### src/rtl/fp_wb_arbiter.sv
// FP register-file write-back arbiter: round-robin grant over NREQ units,
// registered write port, per-register busy scoreboard and fflags accumulator.
module fp_wb_arbiter #(
    parameter int NREQ = 4
) (
    input  logic              clk,
    input  logic              rst,
    input  logic [NREQ-1:0]   req_valid,
    input  logic [NREQ*5-1:0] req_rd,
    input  logic [NREQ*32-1:0] req_data,
    input  logic [NREQ*5-1:0] req_flags,
    output logic [NREQ-1:0]   req_ready,
    input  logic              issue_valid,
    input  logic [4:0]        issue_rd,
    input  logic              flush,
    output logic              rf_we,
    output logic [4:0]        rf_wa,
    output logic [31:0]       rf_wd,
    output logic [31:0]       busy,
    output logic [4:0]        fflags_acc,
    input  logic              fflags_clr
);

    localparam int LW = $clog2(NREQ);

    logic [LW-1:0] last_grant;
    logic [LW-1:0] gidx;
    logic [LW-1:0] cand;
    logic          xfer;
    logic [4:0]    sel_rd;
    logic [31:0]   sel_data;
    logic [4:0]    sel_flags;
    logic [31:0]   busy_nxt;

    // Search starts just after the last winner; grant depends only on valids.
    always_comb begin
        req_ready = '0;
        gidx      = '0;
        cand      = '0;
        xfer      = 1'b0;
        for (int k = 1; k <= NREQ; k++) begin
            cand = LW'((int'(last_grant) + k) % NREQ);
            if (!xfer && req_valid[cand]) begin
                xfer            = 1'b1;
                req_ready[cand] = 1'b1;
                gidx            = cand;
            end
        end
    end

    always_comb begin
        sel_rd    = '0;
        sel_data  = '0;
        sel_flags = '0;
        for (int i = 0; i < NREQ; i++) begin
            if (req_ready[i]) begin
                sel_rd    = req_rd[i*5 +: 5];
                sel_data  = req_data[i*32 +: 32];
                sel_flags = req_flags[i*5 +: 5];
            end
        end
    end

    // Issue set overrides flush, which overrides write-back clear.
    always_comb begin
        busy_nxt = busy;
        if (rf_we) busy_nxt[rf_wa] = 1'b0;
        if (flush) busy_nxt = '0;
        if (issue_valid) busy_nxt[issue_rd] = 1'b1;
    end

    always_ff @(posedge clk) begin
        if (rst) begin
            rf_we      <= 1'b0;
            rf_wa      <= '0;
            rf_wd      <= '0;
            busy       <= '0;
            fflags_acc <= '0;
            last_grant <= LW'(NREQ - 1);
        end else begin
            rf_we <= xfer;
            busy  <= busy_nxt;
            if (xfer) begin
                last_grant <= gidx;
                rf_wa      <= sel_rd;
                rf_wd      <= sel_data;
                fflags_acc <= (fflags_clr ? 5'b0 : fflags_acc) | sel_flags;
            end else if (fflags_clr) begin
                fflags_acc <= '0;
            end
        end
    end

endmodule
### config.mk
export PLATFORM = sky130hd
export DESIGN_NAME = fp_wb_arbiter
export DESIGN_NICKNAME = d
export VERILOG_FILES = /design/src/rtl/fp_wb_arbiter.sv
export SDC_FILE = /design/constraint.sdc
export NUM_CORES = 1
export LEC_CHECK = 0
export BUFFER_PORTS_ARGS = -buffer_cell sky130_fd_sc_hd__clkbuf_2
export CAP_MARGIN = 30
export CORE_UTILIZATION = 45
export CTS_CLUSTER_SIZE = 25
export DETAILED_ROUTE_END_ITERATION = 16
export PLACE_DENSITY_LB_ADDON = 0.12
export SETUP_SLACK_MARGIN = 0.3
export SYNTH_ARGS = -nofsm -noshare
export SYNTH_HDL_FRONTEND = slang
export SYNTH_SLANG_ARGS = --single-unit
### constraint.sdc
create_clock -name clk -period 6.4 [get_ports clk]
set_input_delay 1.28 -clock clk [delete_from_list [all_inputs] [get_ports clk]]
set_output_delay 1.28 -clock clk [all_outputs]
set_load 0.05 [all_outputs]
* Word-level counts from Yosys, hierarchy flattened *
Index checks and enable logic that the tools add are counted.

word-level totals
  bits in registers = 77
  input port bits = 182
  output and inout bits = 79
  logic and storage cells = 90

cells by class
  add/sub/neg operators = 4
  $lt $le $gt $ge = 12
  multiplexer cells = 49
  bitwise logic cells = 7
  reduce and logical (&&, ||, !) cells = 12

operators by type and width
  kind                 number
  $mux 32              7
  $mux 5               10
  $and 32x32->32       1
  $not 32->32          1
  $or 32x32->32        1
  $mux 4               4
  $mux 1               14
  $lt 2x3->1 const B   4
  $lt 5x6->1 const B   2
  $or 4x4->4           3
  $demux 1 s5          2
  $ge 5x1->1 const B   2
  $logic_and 1x1->1    9
  $bmux 1 s2           4
  $demux 1 s2          4
  $ge 2x1->1 const B   4
  $mux 2               4
  $or 5x5->5           1
  $add 2x1->2 const B  2
  $add 2x2->2 const B  2
  $logic_not 1->1      3

* Depth between registers and ports, before layout *
  depth in word-level cells = 19
  gate-level depth with buffers = 13
  gate-level depth less buffers = 9

* Worst setup path after synthesis *
No wires, ideal clock.

  kind = input to output
  from = in req_valid[1]
  to = out req_ready[3]
  arrival time = 3.223 ns
  data required time = 5.120 ns
  slack = 1.897 ns
  cell stages on the path = 9
  path buffers = 4
  cell sequence = buf_2 > mux4_2 > buf_2 > nor3b_1 > o22ai_2 > and2_1 > buf_2 > buf_4 > inv_1

between the ends
  cells in the longest elaborated chain, start to end = 12

RTL lines
  item                          RTL line  text
  start, declared               8         input logic [NREQ-1:0] req_valid,
  $bmux 1 s2                    43        if (!xfer && req_valid[cand]) begin
  $mux 1 (implied by the code)  43
  $mux 1                        43
  $logic_not 1->1               43
  $logic_and 1x1->1             43
  $mux 1                        43
  $logic_not 1->1               43
  $logic_and 1x1->1             43
  $mux 1                        43
  $logic_not 1->1               43
  $logic_and 1x1->1             43
  $mux 4 *                      43
  end, declared                 12        output logic [NREQ-1:0] req_ready,

Mark *: on every way between the ends. The rest lies on a longest branch, timed or not. The select of a mux whose other input is x is not followed.

* Worst setup path after layout *
  from = reg last_grant[0]
  to = out req_ready[3]

between the ends
  cells in the longest elaborated chain, start to end = 13

RTL lines
  item                                                 RTL line  text
  start, declared                                      26        logic [LW-1:0] last_grant;
  start signal, assigned                               79        last_grant <= LW'(NREQ - 1);
  start signal, assigned                               84        last_grant <= gidx;
  branches (longest 12 deep; another with $lt 2x3->1)  -
  $mux 4 *                                             43

Mark *: on every way between the ends. The select of a mux whose other input is x is not followed.

==> impl_metrics.json <==
{
  "status": "finished clean",
  "clk_path_buf_depth": 2,
  "die_w_um": 101,
  "synth_ff_type": "dfxtp_1",
  "slew_headroom": 0.487,
  "r2r_slack_ns": 2.61,
  "grt_use_total": 0.290,
  "wl_met3_mm": 1.25,
  "ir_drop_uv": 463,
  "hold_buffers": 0,
  "r2r_cells": 9,
  "synthTopCellsByCount": "dfxtp_1 (77), nand2_1 (61), a21oi_1 (52)",
  "startpoint_type": "register",
  "min_delay_path_depth": 2,
  "clock-skew-final_ns": 0.00769,
  "syn-num-nets": 719,
  "p_sw_mw": 1.74,
  "ys_seq_elements": 77,
  "rsz0062_at_grt": "no",
  "ys_seq_area_frac": 0.351,
  "worstSkewPairLatency_ns": 0.33,
  "place_inst": 878,
  "finalSetupViolations": 0,
  "synth_top_area_cell": "dfxtp_1",
  "place_hpwl_mm": 11.6,
  "fin_crit_sh": 0.755,
  "ios": 261,
  "ant_nets": 0,
  "wirelength_mm": 15.5,
  "drive_gt1_frac": 0.394,
  "fmaxAchievable_ghz": 0.207,
  "synth.cell_area_sq_um": 4400,
  "area_growth_pct": 33.8,
  "path_cells": "inv_1 > ha_1 > mux4_2 > a21o_1 > o22ai_2 > and2_1 > buf_4 > inv_1 > clkbuf_2",
  "slowest_stage": "dfxtp_1",
  "clkPwrFrac": 0.111,
  "instances_no_fill": 893,
  "num_rows": 35,
  "synth_area_leaders": "dfxtp_1 (35%), a221oi_1 (7.8%), o221ai_1 (7.4%)",
  "timing.rr.end": "fflags_acc[0]",
  "cts_sinks": 77,
  "path_delay_family": "buffers and inverters",
  "dr_total_vias": 5170,
  "cellLeakagePower_nw": 2.65,
  "grt_first_pass_wirelength_mm": 23.2,
  "avgViaCountPerCell": 5.79,
  "post-route-min-period_ns": 4.83,
  "cts_tree": "done",
  "die_area_sq_um": 10200,
  "crit_fanout": 39,
  "critPathBufInv": 4,
  "ys_types": 50,
  "clk_pin_slew_ns": 0.08,
  "power_per_cell_area_nw_per_um2": 538,
  "port_buffers": 260,
  "routed-wl-met2_mm": 7.83,
  "gp_congestion": 0.876,
  "tightest_slew_ns": 0.770,
  "fin_tns_setup_ns": 0,
  "die_y_um": 101,
  "min_path_type": "register to register",
  "core_sq_um": 9370,
  "highest_layer": "met4",
  "gr-total-overflow": 0,
  "start_util": 0.469,
  "seq_power_share": 0.227,
  "critical_path_class": "register to output pin",
  "slowest_delay_ns": 0.73,
  "grt_pass1_vias": 4691,
  "crit_required_ns": 5.12,
  "whs_ns": 0.447,
  "final-seq-area_sq_um": 1540,
  "htreeDepth": 3,
  "cap_violations": 0,
  "end_kind": "output pin",
  "grt_max_degree": 43,
  "wl_per_cell_um": 17.4,
  "post_cts_buffers": 0,
  "crit_cells": 9,
  "wl_met1_mm": 6.18,
  "cts_resized": 0,
  "path_common_cell": "inv_1",
  "worstPathArrival_ns": 3.55,
  "worstHoldEndpoint": "rf_wd[10]",
  "drv_slew": 0,
  "antenna_found_initial": 0,
  "ys_async_sr_fraction": 0,
  "yosysMostFrequentCell": "dfxtp_1",
  "multi_input_area_sq_um": 2590,
  "drt_iter0_drc": 264,
  "hold_viol": 0,
  "swShare": 0.551,
  "share_comb_of_total_power": 0.662,
  "drtPass1Iterations": 5,
  "yosys_warnings": 0,
  "r2r-start": "last_grant[0]",
  "synth_edf_count": 0,
  "fillers": 878,
  "drc": 0,
  "cts_root_buf": "clkbuf_8",
  "netlist.area_leader.share": 0.351,
  "hold_path.startpoint": "rf_wd[10]",
  "syn_avg_cell_area_sq_um": 8.31,
  "n_antenna_cell": 0,
  "internal_power_mw": 1.42,
  "syn_inst": 529,
  "nets": 950,
  "cts_buffers": 9
}
==> kinds of logic after synthesis <==
family | synth area share
compound gates | 0.347
simple gates | 0.192
flops | 0.351
buf+inv | 0.0603
mux | 0.0273
fa+ha+maj | 0.0228
==> cell usage in the layout, fill, tap and decap left out, drive strengths merged, types with 2 or more instances in the layout <==
master | netlist | final
clkbuf | 24 | 270
dfxtp | 77 | 77
nand2 | 61 | 61
o21ai | 58 | 58
a21oi | 52 | 52
a221oi | 44 | 44
o221ai | 37 | 37
nor2 | 27 | 27
nor2b | 19 | 19
nand2b | 18 | 18
nor3b | 11 | 11
ha | 8 | 8
inv | 8 | 8
buf | 24 | 8
a22oi | 6 | 6
nor3 | 5 | 5
nand3b | 5 | 5
o31ai | 5 | 5
mux4 | 3 | 3
mux2i | 3 | 3
a21o | 3 | 3
and3 | 3 | 3
and3b | 3 | 3
clkinv | 0 | 3
or3b | 3 | 3
o21a | 2 | 2
or2 | 2 | 2
nand3 | 2 | 2
mux2 | 2 | 2
o22ai | 2 | 2
o211ai | 2 | 2
==> worst reg2reg max path: cells and delay by family (launching register included) <==
family,cells,cell delay [ns]
muxes,1,0.48
adders and majority gates,1,0.51
buffers and inverters,2,0.73
AOI/OAI and AO/OA,4,0.93
DFF,1,0.73
and+or+nand+nor,1,0.32
==> state kept, by name, summed over array words and instances, names as in the netlist <==
register	cells
rf_we	1
fflags_acc	5
last_grant	2
busy	32
rf_wd	32
rf_wa	5
==> final cells by class <==
| cell class | count | share of cell area |
|---|---|---|
| well taps | 129 | 0.0274 |
| clock inverters | 5 | 0.00893 |
| flip-flops and latches | 77 | 0.262 |
| inverters | 8 | 0.00510 |
| repair buffers | 268 | 0.234 |
| clock buffers | 10 | 0.0217 |
| multi-input cells | 396 | 0.441 |
==> per-stage QoR <==
stage               utilization  worst slack [ns]  power [mW]  instance area (sq um)
floorplan                     -              1.90        2.35                   4400
global placement          0.605              1.83        2.77                   5670
detailed placement        0.609              1.76        2.82                   5700
CTS                       0.628              1.52        3.18                   5880
global route              0.628              1.29        3.35                   5880
finish                    0.628              1.57        3.16                   5880
==> power by group through the flow <==
stage,clock (mW),combinational [mW],sequential [mW]
after global routing,0.381,2.24,0.735
after detailed placement,0,2.09,0.727
final,0.351,2.09,0.718
after CTS,0.360,2.10,0.717
after floorplan,0,1.30,1.05
after global placement,0,2.05,0.717
==> how the worst max path moves through the flow <==
stage,from,endpoint,slack (ns)
after global routing,last_grant[0],req_ready[3],1.29
after CTS,last_grant[0],req_ready[3],1.52
after floorplan,req_valid[1],req_ready[3],1.90
final,last_grant[0],req_ready[3],1.57
after detailed placement,req_valid[1],req_ready[2],1.76
after global placement,req_valid[0],req_ready[2],1.83
==> routing by layer <==
| metal | track usage | vias to the layer above |
|---|---|---|
| met1 | 0.356 | 2413 |
| met2 | 0.513 | 268 |
| met3 | 0.0541 | 23 |
| met4 | 0.0903 | 0 |
| met5 | 0 | - |
| li1 | - | 2466 |
No activity file was read; power rests on OpenSTA's default activity.
